==> config.mk <==
export PLATFORM = sky130hd
export DESIGN_NAME = mer_meas_ctrl
export DESIGN_NICKNAME = d
export VERILOG_FILES = /design/src/rtl/mer_meas_ctrl_pkg.sv /design/src/rtl/mer_meas_ctrl_sym_window_counter.sv /design/src/rtl/mer_meas_ctrl.sv
export SDC_FILE = /design/constraint.sdc
export NUM_CORES = 1
export LEC_CHECK = 0
export BUFFER_PORTS_ARGS = -buffer_cell sky130_fd_sc_hd__buf_2
export CAP_MARGIN = 20
export CORE_ASPECT_RATIO = 0.8
export CORE_MARGIN = 2
export CORE_UTILIZATION = 30
export DETAILED_ROUTE_END_ITERATION = 10
export PLACE_DENSITY = 0.55
export SYNTH_ARGS = -nofsm -noshare
export SYNTH_HDL_FRONTEND = slang
export SYNTH_SLANG_ARGS = --single-unit
==> constraint.sdc <==
create_clock -name sys_clk -period 3 [get_ports sys_clk]
set_input_delay 0 -clock sys_clk [delete_from_list [all_inputs] [get_ports sys_clk]]
set_output_delay 0 -clock sys_clk [all_outputs]
set_load 0.01 [all_outputs]
==> src/rtl/mer_meas_ctrl_pkg.sv <==
// Shared types and defaults for the MER measurement sequencer.
// State encodings are shared so the top and any debug logic agree.
package mer_meas_ctrl_pkg;

    localparam int ACC_W_DEFAULT = 40;

    typedef enum logic [2:0] {
        ST_IDLE   = 3'd0,
        ST_CLEAR  = 3'd1,
        ST_SETTLE = 3'd2,
        ST_ACCUM  = 3'd3,
        ST_HOLD   = 3'd4
    } meas_state_t;

    function automatic int max_int(input int a, input int b);
        return (a > b) ? a : b;
    endfunction

endpackage

==> src/rtl/mer_meas_ctrl_sym_window_counter.sv <==
// Loadable symbol-rate down-counter; terminal is high while the count sits at zero.
// A load value of N-1 therefore spans exactly N symbols before the terminal enable.
module sym_window_counter #(
    parameter int W = 20
) (
    input  logic         sys_clk,
    input  logic         reset,
    input  logic         sym_clk_ena,
    input  logic         load,
    input  logic [W-1:0] load_val,
    output logic         terminal
);

    logic [W-1:0] count;

    always_ff @(posedge sys_clk or posedge reset) begin
        if (reset) begin
            count <= '0;
        end else if (load) begin
            count <= load_val;
        end else if (sym_clk_ena && (count != '0)) begin
            count <= count - 1'b1;
        end
    end

    assign terminal = (count == '0);

endmodule

==> src/rtl/mer_meas_ctrl.sv <==
// MER measurement sequencer: clear, settle, window count, hold and result latch.
// clear_acc/hold_acc are registered so they stay constant for whole symbols.
module mer_meas_ctrl
    import mer_meas_ctrl_pkg::*;
#(
    parameter int WIN_LOG2    = 20,
    parameter int SETTLE_SYMS = 8,
    parameter int ACC_W       = ACC_W_DEFAULT,
    parameter int CNT_W       = 16
) (
    input  logic             sys_clk,
    input  logic             reset,
    input  logic             sym_clk_ena,
    input  logic             start,
    input  logic             continuous,
    input  logic             abort,
    input  logic [ACC_W-1:0] acc_sq_in,
    input  logic [ACC_W-1:0] acc_dc_in,
    input  logic             res_ack,
    output logic             clear_acc,
    output logic             hold_acc,
    output logic             busy,
    output logic             res_valid,
    output logic [ACC_W-1:0] sq_result,
    output logic [ACC_W-1:0] dc_result,
    output logic [CNT_W-1:0] meas_count,
    output logic             overrun
);

    localparam int CW = max_int(WIN_LOG2, $clog2(SETTLE_SYMS + 1));
    localparam logic [CW-1:0] WIN_LOAD    = CW'((64'd1 << WIN_LOG2) - 64'd1);
    localparam logic [CW-1:0] SETTLE_LOAD = (SETTLE_SYMS > 0) ? CW'(SETTLE_SYMS - 1) : '0;

    meas_state_t   state;
    meas_state_t   next_state;
    logic          start_pend;
    logic          go;
    logic          state_adv;
    logic          win_done;
    logic          cnt_load;
    logic [CW-1:0] cnt_load_val;
    logic          clear_d;
    logic          hold_d;
    logic          latch;

    assign go        = start_pend | start;
    assign state_adv = sym_clk_ena | abort;
    assign busy      = (state != ST_IDLE);

    always_ff @(posedge sys_clk or posedge reset) begin
        if (reset) begin
            state     <= ST_IDLE;
            clear_acc <= 1'b0;
            hold_acc  <= 1'b1;
        end else if (state_adv) begin
            state     <= next_state;
            clear_acc <= clear_d;
            hold_acc  <= hold_d;
        end
    end

    always_comb begin
        next_state = state;
        if (abort) begin
            next_state = ST_IDLE;
        end else if (sym_clk_ena) begin
            case (state)
                ST_IDLE:   if (go) next_state = ST_CLEAR;
                ST_CLEAR:  next_state = (SETTLE_SYMS == 0) ? ST_ACCUM : ST_SETTLE;
                ST_SETTLE: if (win_done) next_state = ST_ACCUM;
                ST_ACCUM:  if (win_done) next_state = ST_HOLD;
                ST_HOLD:   next_state = continuous ? ST_CLEAR : ST_IDLE;
                default:   next_state = ST_IDLE;
            endcase
        end
    end

    // Strobe values and counter reloads are derived from the state being entered.
    always_comb begin
        clear_d      = (next_state == ST_CLEAR);
        hold_d       = (next_state == ST_IDLE) || (next_state == ST_HOLD);
        cnt_load     = state_adv && (next_state != state);
        cnt_load_val = '0;
        case (next_state)
            ST_SETTLE: cnt_load_val = SETTLE_LOAD;
            ST_ACCUM:  cnt_load_val = WIN_LOAD;
            default:   cnt_load_val = '0;
        endcase
        latch = sym_clk_ena && !abort && (state == ST_HOLD);
    end

    sym_window_counter #(.W(CW)) u_win_cnt (
        .sys_clk     (sys_clk),
        .reset       (reset),
        .sym_clk_ena (sym_clk_ena),
        .load        (cnt_load),
        .load_val    (cnt_load_val),
        .terminal    (win_done)
    );

    // Starts are only remembered while idle; a start during a run is dropped.
    always_ff @(posedge sys_clk or posedge reset) begin
        if (reset) begin
            start_pend <= 1'b0;
        end else if (abort || (state != ST_IDLE) || sym_clk_ena) begin
            start_pend <= 1'b0;
        end else if (start) begin
            start_pend <= 1'b1;
        end
    end

    always_ff @(posedge sys_clk or posedge reset) begin
        if (reset) begin
            sq_result  <= '0;
            dc_result  <= '0;
            res_valid  <= 1'b0;
            meas_count <= '0;
            overrun    <= 1'b0;
        end else if (latch) begin
            sq_result  <= acc_sq_in;
            dc_result  <= acc_dc_in;
            res_valid  <= 1'b1;
            meas_count <= meas_count + 1'b1;
            if (res_valid && !res_ack) begin
                overrun <= 1'b1;
            end
        end else if (res_ack && res_valid) begin
            res_valid <= 1'b0;
            overrun   <= 1'b0;
        end
    end

endmodule

Word level (Yosys, flattened, before mapping)
Index checks and enable logic that the tools add are counted.

storage, ports and cells
  register bits after elaboration = 124
  ROM bits = 0
  RAM bits = 0
  memories kept = 0
  latch bits = 0
  bits of input ports = 87

cells by class
  shift-type cells = 0
  bitwise operators = 2
  add/sub/neg operators = 2
  multiply operators = 0
  div/mod/pow operators = 0
  order comparisons = 0
  mux-type cells = 16
  reduce and logical (&&, ||, !) cells = 20
  eq/ne operators = 10

operators with widths
  cell                   number
  $mux 20                2
  $pmux 20 s2            1
  $logic_not 20->1       1
  $reduce_bool 20->1     1
  $sub 20x1->20 const B  1
  $add 16x1->16 const B  1
  $mux 3                 5
  $pmux 3 s5             1
  $eq 3x2->1 const B     4
  $mux 1                 7
  $eq 3x1->1 const B     2
  $eq 3x3->1 const B     2
  $logic_and 1x1->1      6
  $logic_not 3->1        2
  $reduce_bool 2->1      3
  $logic_or 1x1->1       3
  $ne 3x3->1             1
  $reduce_bool 3->1      1
  $logic_not 1->1        2
  $ne 2x1->1 const B     1
  $or 1x1->1             2
  $reduce_and 2->1       1

Logic depth before layout (Yosys ltp)
  depth in word-level cells = 8
  mapped depth = 8

By module
From an unflattened synthesis, not the netlist that was laid out.

second synthesis, totals
  cell total of the unflattened synthesis = 596
  area, all modules = 5459.0 µm²

by module, submodules not included
  module              area each (µm²)  cells an instance  sequential area each (µm²)  instances
  mer_meas_ctrl       4195.3           458                2603.7                      1
  sym_window_counter  1263.7           138                500.5                       1

Worst setup path after synthesis
Ideal clock, no wire load.

  path type = reg2reg
  start = register u_win_cnt.count[13]
  end = register u_win_cnt.count[16]
  data required time = 2.874 ns
  library setup time = 0.126 ns
  arrival time = 2.129 ns
  setup slack = 0.745 ns
  cell stages (with the launch flop) = 8
  path through = dfrtp_1 -> nor4_2 -> nand3_1 -> or3_1 -> a221oi_4 -> nor2_4 -> buf_6 -> a221o_1

between the ends
  word-level cells in the longest chain between the ends = 8
  elaborated cells between the ends (all ways) = 17
  those cells by class = add/sub (1); eq/ne (3); mux (8); reduce/logical (5)

RTL lines
  element                                           line                                      source
  start: declaration                                mer_meas_ctrl_sym_window_counter.sv:14    logic [W-1:0] count;
  start signal: assignment                          mer_meas_ctrl_sym_window_counter.sv:20    count <= load_val;
  start signal: assignment                          mer_meas_ctrl_sym_window_counter.sv:22    count <= count - 1'b1;
  $logic_not 20->1                                  mer_meas_ctrl_sym_window_counter.sv:26    assign terminal = (count == '0);
  $mux 3 (on tied branches)                         mer_meas_ctrl.sv:71, mer_meas_ctrl.sv:70
  $pmux 3 s5                                        mer_meas_ctrl.sv:67                       case (state)
  $mux 3                                            mer_meas_ctrl.sv:66                       end else if (sym_clk_ena) begin
  $mux 3                                            mer_meas_ctrl.sv:64                       if (abort) begin
  $eq 3x2->1 or $ne 3x3->1 (tied branches)          mer_meas_ctrl.sv:84, mer_meas_ctrl.sv:82
  $pmux 20 s2 or $logic_and 1x1->1 (tied branches)  mer_meas_ctrl.sv:84, mer_meas_ctrl.sv:82
  $mux 20 or $reduce_bool 2->1 (tied branches)      -

Several ways; a longest one is shown, not always the timed one. The select of a mux whose other input is x is not followed.
A chain may end at the register's enable or synchronous reset.

Worst setup path after layout
Same ends and word-level chain as after synthesis.

==> metrics.md <==
| Metric | Value |
|---|---|
| Layout cells sized above 1 | `~28%` |
| RSZ-0062 raised after global routing | `no` |
| Mapped Avg Cell Area | `9.12 um^2` |
| DRT Pass-1 Iters | `4` |
| Drt total wl | `15400 um` |
| Static leakage | `4.49 nW` |
| Final Cycle Share | `84.6%` |
| Post-synth EDFFs | `0` |
| Tot Pwr | `4.81 mW` |
| Critical path arrival | `2.83 ns` |
| WS Path Type | `flip-flop to flip-flop` |
| Die height | `125 um` |
| Post-CTS Resized | `0` |
| Post-DP HPWL | `between 9000 and 10000 um` |
| Antenna-violating nets left | `0` |
| Non-filler cells, final | `1120` |
| Worst-path fanout max | `7` |
| Crit. End Element | `flip-flop` |
| FMAX | `between 300 and 400 MHz` |
| Pwr Density | `592 nW/um^2` |
| Critical Path Source | `u_win_cnt.count[13]$_DFFE_PP0P_` |
| Initial antenna violation count | `0` |
| Initial Utilization | `30.5%` |
| Global-route wire length before repair | `approximately 26000 um` |
| Mapped Area | `5510 um^2` |
| Crit path required time | `3.29 ns` |
| CTS tree | `done` |
| Crit Reg-Reg Startpoint | `u_win_cnt.count[13]$_DFFE_PP0P_` |
| Vias | `about 5000` |
| Status | `finished, final reports clean` |
| Initial DRC Count | `roughly 330` |
| Die Area | `19500 um^2` |
| Vias in the first global route | `between 5000 and 6000` |
| GRT Util Overall | `16.4%` |
| H-tree depth reported by CTS | `4` |
| Rows | `between 40 and 50` |
| DP Cell Count | `1002` |
| Max cap viols | `0` |
| VDD IR-drop max | `0.384 mV` |
| TritonCTS Buffers | `17` |
| Most frequent cells in the layout | `nand2_1 (259), buf_2 (187), dfrtp_1 (123)` |
| Vias per cell | `4.52` |
| # hold bufs at CTS | `85` |
| Clock buffer depth | `2` |
| Async SR Flop Fraction | `100%` |
| Worst Min Path Start | `sym_clk_ena` |
| Largest net degree at the start of global routing | `86` |
| Area of the core | `18100 um^2` |
| Fin crit period | `2.54 ns` |
| Clock transition at the registers of the reported paths | `0.06 ns` |
| Synthesized flop and latch total | `124` |
| Worst Skew | `0.00926 ns` |
| # nets final | `between 900 and 1000` |
| Synth warn | `0` |
| GPL Wtd Cong | `0.785` |
| Unique masters post-synth | `between 50 and 60` |
| Final Slew Violations | `0` |
| # IOs | `188` |
| Post-synthesis sequential area ratio | `56.3%` |
| # DRC | `0` |
| DR WL/cell | `13.8 um` |
| Clock Sinks | `124` |
| Slew @ Worst Pin | `0.832 ns` |
| Worst relative slew slack | `44.5%` |
| Worst Hold Class | `input port to flip-flop` |
| CP Launch Type | `flip-flop` |
| Main synth FF type | `dfrtp_1` |
| Area Growth Syn to Fin | `47.5%` |
| Number of buffers added on ports | `187` |
| Total congestion overflow | `0` |
| Final setup viols | `0` |
| # Post-CTS Setup Buffers | `0` |
| Clk_lat worst skew | `approximately 0.42 ns` |
| Post-layout util | `45.0%` |
| Root buffer cell | `clkbuf_16` |
| Post-Syn Instances | `around 600` |
| ANT cells | `0` |
| Die width | `156 um` |
| Syn_nets | `694` |
| Hold slack | `0.0303 ns` |
| FILL cells | `1727` |
| Commonest non-fill, non-tap cell in the layout | `nand2_1` |
| Setup TNS | `0 ns` |
| Final Hold Viols | `0` |
## sequential cells by signal (all words and copies together) (netlist names)
signal	cells
u_win_cnt.count	20
meas_count	16
overrun	1
res_valid	1
hold_acc	1
clear_acc	1
sq_result	40
start_pend	1
state	3
dc_result	40
## Yosys cell counts (2+ instances only)
cell type / number / area share (%)
a211o_1: 3 / 0.48
a21boi_0: 2 / 0.27
a21o_1: 3 / 0.41
a21oi_1: 10 / 0.91
a221o_1: 10 / 1.8
a311o_2: 2 / 0.41
and2_1: 2 / 0.23
and3_1: 3 / 0.34
buf_1: 6 / 0.41
buf_6: 2 / 0.41
clkbuf_1: 15 / 1.0
clkbuf_2: 2 / 0.18
clkbuf_8: 4 / 1.0
dfrtp_1: 123 / 56
ha_1: 3 / 0.68
inv_1: 8 / 0.55
nand2_1: 259 / 18
nand3_1: 10 / 0.91
nand3b_1: 4 / 0.55
nand4_1: 4 / 0.45
nor2_1: 30 / 2.0
nor2b_1: 3 / 0.34
nor3_1: 19 / 1.7
nor3b_1: 2 / 0.27
nor4_1: 4 / 0.45
o21a_1: 5 / 0.68
o21ai_0: 20 / 1.8
o31ai_1: 2 / 0.27
or3_1: 4 / 0.45
or3b_2: 2 / 0.32
xnor2_1: 11 / 1.7
xor2_1: 4 / 0.64
## cells by family (layout without fill, tap and decap cells)
logic type,count (synthesis),count (layout),synth area share (%)
and+or+nand+nor,355,355,27.1
adders and majority gates,3,3,0.681
buffers and inverters,39,325,3.79
xor gates and xnor gates,15,15,2.38
AOI/OAI and AO/OA,68,68,9.68
DFF,124,124,56.3
## critical path: stages, from the launching register on
cell and delay [ns]:
dfrtp_1 0.41, nor4_2 0.43, nand3_1 0.31, o41ai_2 0.42, a21oi_1 0.27, buf_4 0.24
a221o_1 0.32
## layer usage
metal  GRT usage, %  vias up  routed length [um]
met5              0        -                   0
met3           4.12       22                 824
met1           21.6     2347                7040
met2           26.0      152                7240
li1               -     2543                   -
met4           6.58        0                 307
## report_power, final
group,total (mW),switching [mW],internal (mW)
Sequential,1.91,0.122,1.78
Clock,1.99,0.811,1.17
Combinational,0.922,0.509,0.413
Total,4.81,1.44,3.37
## path summary, 6_finish.rpt
path                                                    to  slack (ns)  depth (start not counted)
min in group asynchronous       meas_count[13]$_DFFE_PP0P_        0.29                          3
max in group asynchronous        sq_result[32]$_DFFE_PP0P_        1.97                          4
hold reg to reg                 meas_count[15]$_DFFE_PP0P_        0.46                          1
setup / recovery           u_win_cnt.count[16]$_DFFE_PP0P_        0.46                          6
hold / removal                        state[2]$_DFFE_PP0P_        0.03                          3
setup reg to reg           u_win_cnt.count[16]$_DFFE_PP0P_        0.46                          6
## stage by stage
step                      setup slack, ns  cell area (um^2)
after floorplan                     0.745              5510
after CTS                           0.411              8120
after detailed placement            0.417              6690
after global routing                0.255              8120
final                               0.461              8120
after global placement              0.430              6690
## layout make-up
type	instances	area (um^2)	share of cell area [%]
well taps	230	288	3.54
repair buffers	285	1920	23.7
clock inverters	14	135	1.66
inverters	8	33.8	0.416
multi-input cells	441	2200	27.1
clock buffers	18	439	5.41
flip-flops and latches	124	3100	38.2
Power figures use the tool's default switching activity.
